`src/rtl/preamp_pkg.sv`:
```
// Shared types and constants for the LTC6912 preamp gain-programming controller.
// The command byte carries channel B gain in the upper nibble and channel A in the lower.
package preamp_pkg;

   typedef enum logic [2:0] {
      ST_IDLE  = 3'd0,
      ST_REQ   = 3'd1,
      ST_SETUP = 3'd2,
      ST_SHIFT = 3'd3,
      ST_HOLD  = 3'd4,
      ST_DONE  = 3'd5
   } state_t;

   localparam int CMD_W      = 8;
   localparam int GAIN_W     = 4;
   localparam int GAIN_B_MSB = 7;
   localparam int GAIN_A_MSB = 3;

   localparam logic [GAIN_W-1:0] GAIN_X1 = 4'h1;

   function automatic int max3(input int a, input int b, input int c);
      int m;
      m = (a > b) ? a : b;
      return (m > c) ? m : c;
   endfunction

endpackage

```
`src/rtl/preamp_spi_ctrl_sck_tick.sv`:
```
// Terminal-count divider: o_phase_tick pulses every (i_tc+1) cycles while i_en is high.
// The count restarts on each tick, so a new terminal count takes effect cleanly after a tick.
module preamp_sck_tick #(
   parameter int CNT_W = 3
) (
   input  logic             clk,
   input  logic             rst,
   input  logic             i_en,
   input  logic [CNT_W-1:0] i_tc,
   output logic             o_phase_tick
);

   logic [CNT_W-1:0] r_cnt;
   logic             w_at_tc;

   assign w_at_tc      = (r_cnt == i_tc);
   assign o_phase_tick = i_en && w_at_tc;

   always_ff @(posedge clk or posedge rst) begin
      if (rst) begin
         r_cnt <= '0;
      end else if (!i_en || w_at_tc) begin
         r_cnt <= '0;
      end else begin
         r_cnt <= r_cnt + 1'b1;
      end
   end

endmodule

```
`src/rtl/preamp_spi_ctrl.sv`:
```
// Programs the LTC6912 gain byte over the shared SPI bus and captures the previous setting.
// One frame per accepted start; bus is requested for the whole frame and released with done.
module preamp_spi_ctrl
   import preamp_pkg::*;
#(
   parameter int CLK_DIV  = 4,
   parameter int CS_SETUP = 2,
   parameter int CS_HOLD  = 2
) (
   input  logic              clk,
   input  logic              rst,
   input  logic              start,
   input  logic [GAIN_W-1:0] gain_a,
   input  logic [GAIN_W-1:0] gain_b,
   output logic              busy,
   output logic              done,
   output logic [CMD_W-1:0]  rdback,
   output logic              spi_req,
   input  logic              spi_gnt,
   output logic              amp_cs_n,
   output logic              spi_sck,
   output logic              spi_mosi,
   input  logic              amp_dout
);

   localparam int CNT_W = $clog2(max3(CLK_DIV, CS_SETUP, CS_HOLD)) + 1;
   localparam logic [CNT_W-1:0] TC_DIV   = CNT_W'(CLK_DIV - 1);
   localparam logic [CNT_W-1:0] TC_SETUP = CNT_W'(CS_SETUP - 1);
   localparam logic [CNT_W-1:0] TC_HOLD  = CNT_W'(CS_HOLD - 1);

   state_t           r_state;
   logic [CMD_W-1:0] r_cmd;
   logic [CMD_W-1:0] r_sin;
   logic [2:0]       r_bit;
   logic             r_cs_n;
   logic             r_sck;
   logic             r_mosi;
   logic             r_req;
   logic             r_busy;
   logic             r_done;
   logic [CMD_W-1:0] r_rdback;

   state_t           w_state_nxt;
   logic [CMD_W-1:0] w_cmd_nxt;
   logic [CMD_W-1:0] w_sin_nxt;
   logic [2:0]       w_bit_nxt;
   logic             w_cs_n_nxt;
   logic             w_sck_nxt;
   logic             w_mosi_nxt;
   logic             w_req_nxt;
   logic             w_busy_nxt;
   logic             w_done_nxt;
   logic [CMD_W-1:0] w_rdback_nxt;

   logic             w_cnt_en;
   logic [CNT_W-1:0] w_tc;
   logic             w_tick;

   // One counter times setup, every SCK half-period and hold; its terminal count follows the state.
   always_comb begin
      w_cnt_en = 1'b0;
      w_tc     = TC_DIV;
      case (r_state)
         ST_SETUP: begin
            w_cnt_en = 1'b1;
            w_tc     = TC_SETUP;
         end
         ST_SHIFT: begin
            w_cnt_en = 1'b1;
            w_tc     = TC_DIV;
         end
         ST_HOLD: begin
            w_cnt_en = 1'b1;
            w_tc     = TC_HOLD;
         end
         default: begin
            w_cnt_en = 1'b0;
            w_tc     = TC_DIV;
         end
      endcase
   end

   preamp_sck_tick #(
      .CNT_W(CNT_W)
   ) u_sck_tick (
      .clk         (clk),
      .rst         (rst),
      .i_en        (w_cnt_en),
      .i_tc        (w_tc),
      .o_phase_tick(w_tick)
   );

   always_ff @(posedge clk or posedge rst) begin
      if (rst) begin
         r_state  <= ST_IDLE;
         r_cmd    <= '0;
         r_sin    <= '0;
         r_bit    <= 3'd7;
         r_cs_n   <= 1'b1;
         r_sck    <= 1'b0;
         r_mosi   <= 1'b0;
         r_req    <= 1'b0;
         r_busy   <= 1'b0;
         r_done   <= 1'b0;
         r_rdback <= '0;
      end else begin
         r_state  <= w_state_nxt;
         r_cmd    <= w_cmd_nxt;
         r_sin    <= w_sin_nxt;
         r_bit    <= w_bit_nxt;
         r_cs_n   <= w_cs_n_nxt;
         r_sck    <= w_sck_nxt;
         r_mosi   <= w_mosi_nxt;
         r_req    <= w_req_nxt;
         r_busy   <= w_busy_nxt;
         r_done   <= w_done_nxt;
         r_rdback <= w_rdback_nxt;
      end
   end

   always_comb begin
      w_state_nxt = r_state;
      case (r_state)
         ST_IDLE:  if (start)   w_state_nxt = ST_REQ;
         ST_REQ:   if (spi_gnt) w_state_nxt = ST_SETUP;
         ST_SETUP: if (w_tick)  w_state_nxt = ST_SHIFT;
         ST_SHIFT: if (w_tick && r_sck && (r_bit == 3'd0)) w_state_nxt = ST_HOLD;
         ST_HOLD:  if (w_tick)  w_state_nxt = ST_DONE;
         ST_DONE:  w_state_nxt = ST_IDLE;
         default:  w_state_nxt = ST_IDLE;
      endcase
   end

   always_comb begin
      w_cmd_nxt    = r_cmd;
      w_sin_nxt    = r_sin;
      w_bit_nxt    = r_bit;
      w_cs_n_nxt   = r_cs_n;
      w_sck_nxt    = r_sck;
      w_mosi_nxt   = r_mosi;
      w_req_nxt    = r_req;
      w_busy_nxt   = r_busy;
      w_done_nxt   = 1'b0;
      w_rdback_nxt = r_rdback;
      case (r_state)
         ST_IDLE: begin
            if (start) begin
               w_cmd_nxt[GAIN_B_MSB -: GAIN_W] = gain_b;
               w_cmd_nxt[GAIN_A_MSB -: GAIN_W] = gain_a;
               w_req_nxt  = 1'b1;
               w_busy_nxt = 1'b1;
            end
         end
         ST_REQ: begin
            if (spi_gnt) begin
               w_cs_n_nxt = 1'b0;
               w_mosi_nxt = r_cmd[CMD_W-1];
            end
         end
         ST_SETUP: begin
            if (w_tick) begin
               w_bit_nxt = 3'd7;
               w_sck_nxt = 1'b0;
            end
         end
         ST_SHIFT: begin
            // Rising SCK samples readback; falling SCK advances MOSI so it is centred on the next rise.
            if (w_tick) begin
               if (!r_sck) begin
                  w_sck_nxt        = 1'b1;
                  w_sin_nxt[r_bit] = amp_dout;
               end else begin
                  w_sck_nxt = 1'b0;
                  if (r_bit != 3'd0) begin
                     w_mosi_nxt = r_cmd[r_bit - 3'd1];
                     w_bit_nxt  = r_bit - 3'd1;
                  end
               end
            end
         end
         ST_HOLD: begin
            if (w_tick) begin
               w_cs_n_nxt   = 1'b1;
               w_sck_nxt    = 1'b0;
               w_mosi_nxt   = 1'b0;
               w_req_nxt    = 1'b0;
               w_rdback_nxt = r_sin;
               w_done_nxt   = 1'b1;
            end
         end
         ST_DONE: begin
            w_busy_nxt = 1'b0;
         end
         default: begin
            w_cs_n_nxt = 1'b1;
            w_sck_nxt  = 1'b0;
            w_mosi_nxt = 1'b0;
            w_req_nxt  = 1'b0;
            w_busy_nxt = 1'b0;
         end
      endcase
   end

   assign busy     = r_busy;
   assign done     = r_done;
   assign rdback   = r_rdback;
   assign spi_req  = r_req;
   assign amp_cs_n = r_cs_n;
   assign spi_sck  = r_sck;
   assign spi_mosi = r_mosi;

endmodule

```
`config.mk`:
```
export PLATFORM = sky130hd
export DESIGN_NAME = preamp_spi_ctrl
export DESIGN_NICKNAME = d
export VERILOG_FILES = /design/src/rtl/preamp_pkg.sv /design/src/rtl/preamp_spi_ctrl_sck_tick.sv /design/src/rtl/preamp_spi_ctrl.sv
export SDC_FILE = /design/constraint.sdc
export NUM_CORES = 1
export LEC_CHECK = 0
export CORE_MARGIN = 4
export CORE_UTILIZATION = 55
export DETAILED_ROUTE_END_ITERATION = 6
export PLACE_DENSITY = 0.81
export SLEW_MARGIN = 20
export SYNTH_ARGS = -nofsm -noshare
export SYNTH_HDL_FRONTEND = slang
export SYNTH_SLANG_ARGS = --single-unit
```
`constraint.sdc`:
```
create_clock -name clk -period 5 [get_ports clk]
set_clock_uncertainty 0.1 [all_clocks]
set_input_delay 1 -clock clk [delete_from_list [all_inputs] [get_ports clk]]
set_output_delay 1 -clock clk [all_outputs]
set_load 0.01 [all_outputs]
```
Yosys cells after proc, flatten, opt, wreduce, memory -nomap -nowiden
Index checks and enable logic that the tools add are counted.

Reductions and logical operators: 27. Add/sub/neg operators: 2. Bitwise operators: 6. Eq/ne operators: 15. Muxes and demuxes: 36. Magnitude comparators: 3.

Operators by type and width (number): two-way mux 3 bit (10); != test 2 bit (second input constant) (8); two-way mux 1 bit (15); case mux 3 bit (5 select lines) (1); AND reduction 3 bit (4); OR reduction 4 bit (3); AND reduction 5 bit (2); case mux 1 bit (3 select lines) (3); OR reduction 3 bit (3); bitwise mux 8 bit (1); < comparator 3 x 4 -> 1 bit (second input constant) (2); == test 3 x 2 -> 1 bit (second input constant) (2); == test 3 bit (second input constant) (2); logical NOT 3 bit (2); NOT 1 bit (6); case mux 3 bit (2 select lines) (1); AND reduction 2 bit (3); AND reduction 6 bit (1); logical AND 1 bit (4); case mux 1 bit (4 select lines) (1); adder 3 x 1 -> 3 bit (second input constant) (1); binary-select mux 1 bit (select 3 bit) (1); demux 1 bit (select 3 bit) (1); == test 3 x 1 -> 1 bit (second input constant) (1); other kinds (11) (11).

Flip-flop bits (word level): 39. Input port bits: 13. Word-level logic and storage cells: 101. Output and inout bits: 14.

Depth between registers and ports, before layout
Gate-level depths: netlist (run 1).

Word-level depth: 9. Depth in mapped cells: 7.

Modules after synthesis
Synthesis (run 1) repeated with hierarchy kept, for this count alone.

Cells, all modules: 164. Area total of the unflattened synthesis: 1938.1 sq um.

Modules (own cells, without submodules): preamp_spi_ctrl (cells each 149, times used 1, area each 1770.4 sq um, seq. area each 905.9 sq um); preamp_sck_tick (cells each 15, times used 1, area each 167.7 sq um, seq. area each 75.1 sq um).

Worst setup path after synthesis (run 1)
No wires, ideal clock.

Path type: reg2reg. Start point: register r_bit[0]. End point: register r_mosi (netlist: spi_mosi). Arrival: 2.041 ns. Library setup time: 0.065 ns. Cell stages (with the launch flop): 8. Data required time: 4.835 ns. Period minus slack after synthesis: 2.207 ns. Setup slack: 2.793 ns. Path through: dfstp_2 clkbuf_1 inv_1 ha_1 mux4_2 mux2i_1 a2111oi_0 mux2_2.

Cells in the longest elaborated chain, start to end: 7. Elaborated cells on any way between the ends: 10. Those cells by class: add/sub: 1; eq/ne: 1; mux: 6; reduce/logical: 2.

Ends and longest elaborated chain: start, declared (RTL line preamp_spi_ctrl.sv:34) `logic [2:0] r_bit;`; start signal, assigned (RTL line preamp_spi_ctrl.sv:110) `r_bit <= w_bit_nxt;`; subtractor 3 x 1 -> 3 bit (RTL line preamp_spi_ctrl.sv:175) `w_mosi_nxt = r_cmd[r_bit - 3'd1];`; binary-select mux 1 bit (select 3 bit) (RTL line preamp_spi_ctrl.sv:175); two-way mux 1 bit (not written as such) (RTL line preamp_spi_ctrl.sv:175); two-way mux 1 bit (RTL line preamp_spi_ctrl.sv:174) `if (r_bit != 3'd0) begin`; two-way mux 1 bit (RTL line preamp_spi_ctrl.sv:169) `if (!r_sck) begin`; two-way mux 1 bit (RTL line preamp_spi_ctrl.sv:168) `if (w_tick) begin`; case mux 1 bit (4 select lines) (RTL line preamp_spi_ctrl.sv:145) `case (r_state)`; end signal, assigned (RTL line preamp_spi_ctrl.sv:113) `r_mosi <= w_mosi_nxt;`; end, declared (RTL line preamp_spi_ctrl.sv:37) `logic r_mosi;`.

Several ways; a longest one is shown, not always the timed one. The select of a mux whose other input is x is not followed. A chain may end at the register's enable or synchronous reset.

Worst setup path after layout (run 1)
Start point: register r_sck (netlist: spi_sck). End point: output spi_sck.

RTL lines: start, declared (RTL line preamp_spi_ctrl.sv:36) `logic r_sck;`; start signal, assigned (RTL line preamp_spi_ctrl.sv:112) `r_sck <= w_sck_nxt;`; end, declared (RTL line preamp_spi_ctrl.sv:21) `output logic spi_sck,`.

No word-level cell between the ends.

==> metrics.yaml, run 1 <==
setup_viol: 0
endpoint_kind: "primary output"
grt_pass1_wl_um: 6350
drcViolationCount: 0
period_share_pct: 52.7
fin_tns_setup_ns: 0
io_buffers: 26
synth_edf_count: 0
hold-worst-slack_ns: 0.386
coreArea_um2: 3420
synth_ff_type: "dfrtp_1"
dp_hpwl_um: 2660
path_cells: "clkdlybuf4s50_1"
fill_cells: 254
syn_avg_cell_area_um2: 12.2
clkTransAtPathRegs_ns: 0.12
drt_pass1_iterations: 6
cts_tree: "yes"
critPathRequiredTime_ns: 3.90
synth_most_common_cell: "dfrtp_1"
clock_latency_ns: 0.36
via_per_inst: 5.72
netlist_instances: 163
cts_made_buffers: 5
ys_seq_area_share_pct: 49.5
gp_congestion: 0.911
htreeDepth: 2
max-clock-path-buffers: 2
fp.dieH_um: 68.0
p_leak_nw: 1.01
grt.total_usage_pct: 18.7
post_drt_wl_per_cell_um: 16.1
synth_area_leaders: "dfrtp_1 (44%), mux2_1 (9.1%), mux2_4 (6.1%), dfstp_2 (5.3%), nor2_1 (2.5%)"
yosysWarnings: 0
dieArea_um2: 4630
yosysTopAreaCell: "dfrtp_1"
cp_max_fo: 12
dp.cells: 227
ir_drop_mv: 0.299
postCtsSetupBuffers: 0
min_period_ns: 2.64
cp_slowest_cell: "clkdlybuf4s50_1"
synthTopCellsByCount: "dfrtp_1 (35), mux2_1 (16), nor2_1 (13), inv_1 (9), mux2_4 (8)"
grt_pass1_vias: 1389
holdCritPathClass: "flop to flop"
cts_sinks: 39
post_cts_resize_count: 0
dpl_cell_area_um2: 2250
synth_nets: 179
rsz0062_at_grt: "false"
antenna_found_initial: 0
ys_types: 50
max_stage_delay_ns: 0.62
row_count: 21
drt-total-wl_um: 3780
cp_top_family: "buffers and inverters"
nets: 204
synth_top_area_share_pct: 44.2
drive_gt1_share_pct: 17.5
outcome: "completed"
overflow: 0
final_cell_area_um2: 2340
hold_viol: 0
crit_buf_inv: 1
vias: 1345
drt_iter0_markers: 70
grt_max_degree: 40
start_util_pct: 58.0
ant_nets: 0
die_w_um: 68.0
fmax_mhz: 379
arrival_ns: 1.54
worst_pin_slew_ns: 0.593
critPathKind: "flop to primary output"
max-cap-violations: 0
start_kind: "flop"
ys_ff_latch: 39
synth_area_um2: 1980
async_reset_ff_share_pct: 100
max_slew_margin_pct: 60.4
io_pins: 27
slew_viol_final: 0
powerDensity_nw_per_um2: 568
cts_hold_buffers: 0
layout.cells.non_filler: 235
cts-root-buf: "clkbuf_4"
diodes: 0
area_growth_pct: 17.9
[registers in the layout, summed over array words and instances, names as in the netlist]
signal	flops
spi_req	1
r_cmd	8
r_sin	8
spi_mosi	1
r_state	3
u_sck_tick.r_cnt	3
busy	1
done	1
amp_cs_n	1
rdback	8
r_bit	3
spi_sck	1
[cell usage in the layout (no fill, tap or decap), types with 2 or more instances in the layout]
cell	count
nor4b_2	2
dfstp_2	4
nand4b_1	2
nor3_1	2
ha_1	3
a21oi_1	4
clkbuf_4	5
o21ai_1	3
clkdlybuf4s50_1	26
mux4_2	2
dfrtp_1	35
inv_1	9
mux2_1	16
nand2_1	7
xnor2_1	3
and3b_1	2
o31ai_1	2
and3_1	2
mux2_2	2
mux2_4	8
a21o_1	3
nand3_1	4
nor2_1	13
[stage by stage]
| stage | worst slack (ns) | utilization, % | power [mW] |
|---|---|---|---|
| after floorplan | 2.79 | - | 0.939 |
| after global placement | 2.51 | 66.0 | 1.08 |
| after detailed placement | 2.48 | 66.0 | 1.12 |
| after CTS | 2.37 | 68.4 | 1.33 |
| after global routing | 2.30 | 68.4 | 1.42 |
| final | 2.36 | 68.4 | 1.33 |
[power breakdown]
group / switching, mW / total (mW) / internal, mW / leakage [nW]
Combinational: 0.218 / 0.529 / 0.311 / 0.506
Sequential: 0.137 / 0.585 / 0.449 / 0.463
Clock: 0.108 / 0.213 / 0.105 / 0.0452
Total: 0.463 / 1.33 / 0.865 / 1.01
[cell type report]
type	instances	area [µm²]	share of cell area (%)
Clock buffer	5	37.5	1.61
Clock inverter	3	43.8	1.87
Inverter	10	37.5	1.61
Multi-Input combinational cell	105	911	39.0
Sequential cell	39	981	42.0
Tap cell	46	57.6	2.46
Timing Repair Buffer	27	268	11.5
[layer usage]
metal / track usage (%) / wire length [µm] / vias up
li1: - / - / 636
met1: 22.0 / 1560 / 643
met2: 31.3 / 1860 / 56
met3: 6.90 / 301 / 10
met4: 6.95 / 63 / 0
met5: 0 / 0 / -
[final timing paths]
| kind | from | end | slack [ns] | cells after the start |
|---|---|---|---|---|
| setup / recovery | spi_sck | spi_sck | 2.36 | 1 |
| hold / removal | amp_cs_n | amp_cs_n | 0.39 | 2 |
| setup reg to reg | r_state[0] | rdback[3] | 2.69 | 4 |
| hold reg to reg | amp_cs_n | amp_cs_n | 0.39 | 2 |
| max in group asynchronous | rst | amp_cs_n | 3.49 | 3 |
| min in group asynchronous | rst | r_sin[2] | 0.94 | 3 |
[cell families after synthesis]
kind of cell	after synthesis	share of synthesized area, %
and+or+nand+nor	44	14.3
adders and majority gates	3	1.89
DFF	39	49.5
buffers and inverters	19	4.54
muxes	29	19.1
AOI/OAI and AO/OA	25	8.97
xor gates and xnor gates	4	1.77
Note: power is estimated with default switching activity, not from simulation.
==> run 2: changes to the inputs <==
--- a/config.mk
+++ b/config.mk
@@ -6,9 +6,9 @@
 export NUM_CORES = 1
 export LEC_CHECK = 0
 export CORE_MARGIN = 4
-export CORE_UTILIZATION = 55
+export CORE_UTILIZATION = 49
 export DETAILED_ROUTE_END_ITERATION = 6
-export PLACE_DENSITY = 0.81
+export PLACE_DENSITY = 0.76
 export SLEW_MARGIN = 20
 export SYNTH_ARGS = -nofsm -noshare
 export SYNTH_HDL_FRONTEND = slang
==> constraint.sdc (replaced) <==
create_clock -name clk -period 2.2 [get_ports clk]
set_clock_uncertainty 0.1 [all_clocks]
set_input_delay 0.44 -clock clk [delete_from_list [all_inputs] [get_ports clk]]
set_output_delay 0.44 -clock clk [all_outputs]
set_load 0.01 [all_outputs]
==> metrics.yaml, run 2 (synthesis gave the netlist of run 1 again) <==
outcome: "completed"
worstRegToRegCells: 6  # +2
dpl_cell_area_um2: 2300  # +2.1%
final_cell_mix: "dfrtp_1 (35), clkdlybuf4s50_1 (26), mux2_1 (16), nor2_1 (13), inv_1 (9)"
dp.cells: 235  # +3.5%
grt_pass1_wl_um: 6640  # +4.7%
fill_cells: 284  # +12%
cts_tree: "yes"
endpoint_kind: "flop"
coreArea_um2: 3770  # +10%
nets: 210  # +2.9%
drt-total-wl_um: 3720  # -1.6%
grt_pass1_vias: 1438  # +3.5%
cts-root-buf: "clkbuf_8"
antenna_found_initial: 0  # unchanged
postCtsSetupBuffers: 0  # unchanged
start_kind: "flop"
seq_area_um2: 981  # unchanged
critPathRequiredTime_ns: 2.34  # -1.56 ns
setup_viol: 0  # unchanged
fin_tns_setup_ns: 0  # unchanged
htreeDepth: 2  # unchanged
start_util_pct: 52.6  # -5.5 points
post_drt_wl_per_cell_um: 15.3  # -4.9%
r2r_end: "spi_mosi"
max-clock-path-buffers: 2  # unchanged
critPathKind: "flop to flop"
drive_gt1_share_pct: 20.0  # +2.5 points
dp_hpwl_um: 2800  # +5.3%
grt_max_degree: 18  # -55%
multi_input_area_um2: 911  # unchanged
clkTransAtPathRegs_ns: 0.07  # -0.05 ns
io_pins: 27  # unchanged
rsz0062_at_grt: "false"
cts_hold_buffers: 0  # unchanged
diodes: 0  # unchanged
max-cap-violations: 0  # unchanged
post_cts_resize_count: 0  # unchanged
ir_drop_mv: 0.677  # +130%
slew_viol_final: 0  # unchanged
row_count: 22  # +4.8%
dieArea_um2: 5130  # +11%
reg2reg_from: "r_bit[0]"
p_clk_share_pct: 19.3  # +3.3 points
io_buffers: 26  # unchanged
via_per_inst: 5.65  # -1.3%
overflow: 0  # unchanged
final_common_cell: "dfrtp_1"
comb_power_share_pct: 41.1  # +1.2 points
crit_start: "r_bit[0]"
drt_iter0_markers: 84  # +20%
cellInternalPower_mw: 2.13  # +150%
hold_viol: 0  # unchanged
fp.dieH_um: 71.6  # +5.2%
powerDensity_nw_per_um2: 1310  # +130%
power.switching_mw: 1.05  # +130%
area_growth_pct: 22.1
ant_nets: 0  # unchanged
die_w_um: 71.6  # +5.2%
worst_pin_slew_ns: 0.444  # -0.150 ns
drt_pass1_iterations: 4  # -2
max_slew_margin_pct: 70.4  # +10 points
r2r_setup_slack_ns: 0.15  # -2.54 ns
cp_max_fo: 4  # -8
drcViolationCount: 0  # unchanged
p_leak_nw: 1.06  # +4.5%
seqPwrFrac_pct: 39.6  # -4.5 points
min_period_ns: 2.05
layout.cells.non_filler: 243  # +3.4%
cts_made_buffers: 5  # unchanged
final_cell_area_um2: 2420  # +3.6%
period_share_pct: 93.2
fmax_mhz: 488
clock_latency_ns: 0.29  # -0.07 ns
cts_sinks: 39  # unchanged
vias: 1373  # +2.1%
grt.total_usage_pct: 16.8  # -2.0 points
holdCritPathClass: "input pin to asynchronous set/reset pin"
switching_share_pct: 33.0  # -1.9 points
gp_congestion: 0.894  # -1.9%
arrival_ns: 2.19  # +0.65 ns
==> run 2: how the worst max path moves through the flow <==
stage | endpoint | slack, ns | depth (start not counted)
after floorplan | spi_mosi | 0.11 | 7
after global placement | r_cmd[4] | 0.23 | 3
after detailed placement | spi_mosi | 0.15 | 6
after CTS | spi_mosi | 0.13 | 6
after global routing | spi_mosi | 0.04 | 6
final | spi_mosi | 0.15 | 6
==> run 2: worst max-delay path, cell delays in order, from the launching register on <==
cell       delay (ns)
dfstp_2          0.58
inv_1            0.07
ha_1             0.34
mux4_2           0.23
mux2i_1          0.07
a2111oi_0        0.39
mux2_2           0.22
==> run 2: per-layer routing <==
layer	share of wire [%]	global-route usage, %
met1	41	19.9
met2	52	28.0
met3	5.1	5.05
met4	2.0	7.52
met5	0	0
==> run 2: metrics by stage <==
step | setup WS (ns) | hold WS, ns | util (%) | power [mW]
2_1_floorplan | 0.108 | 0.352 | - | 2.13
3_3_place_gp | 0.226 | 0.363 | 61.0 | 2.52
3_5_place_dp | 0.145 | 0.369 | 61.0 | 2.59
4_1_cts | 0.133 | 0.349 | 64.2 | 3.22
5_1_grt | 0.0404 | 0.389 | 64.2 | 3.41
6_report | 0.150 | 0.339 | 64.2 | 3.18
==> run 2: power by group through the flow <==
stage	sequential [mW]	clock, mW	combinational, mW
6_report	1.26	0.614	1.31
5_1_grt	1.31	0.671	1.44
4_1_cts	1.27	0.633	1.32
3_5_place_dp	1.28	0	1.31
3_3_place_gp	1.26	0	1.26
2_1_floorplan	1.25	0	0.884
==> run 2: area by class of cell <==
type | instances | share of cell area [%]
repair buffers | 33 | 12.9
multi-input cells | 105 | 37.6
clock inverters | 2 | 1.45
inverters | 10 | 1.55
well taps | 48 | 2.48
clock buffers | 6 | 3.41
flip-flops and latches | 39 | 40.5
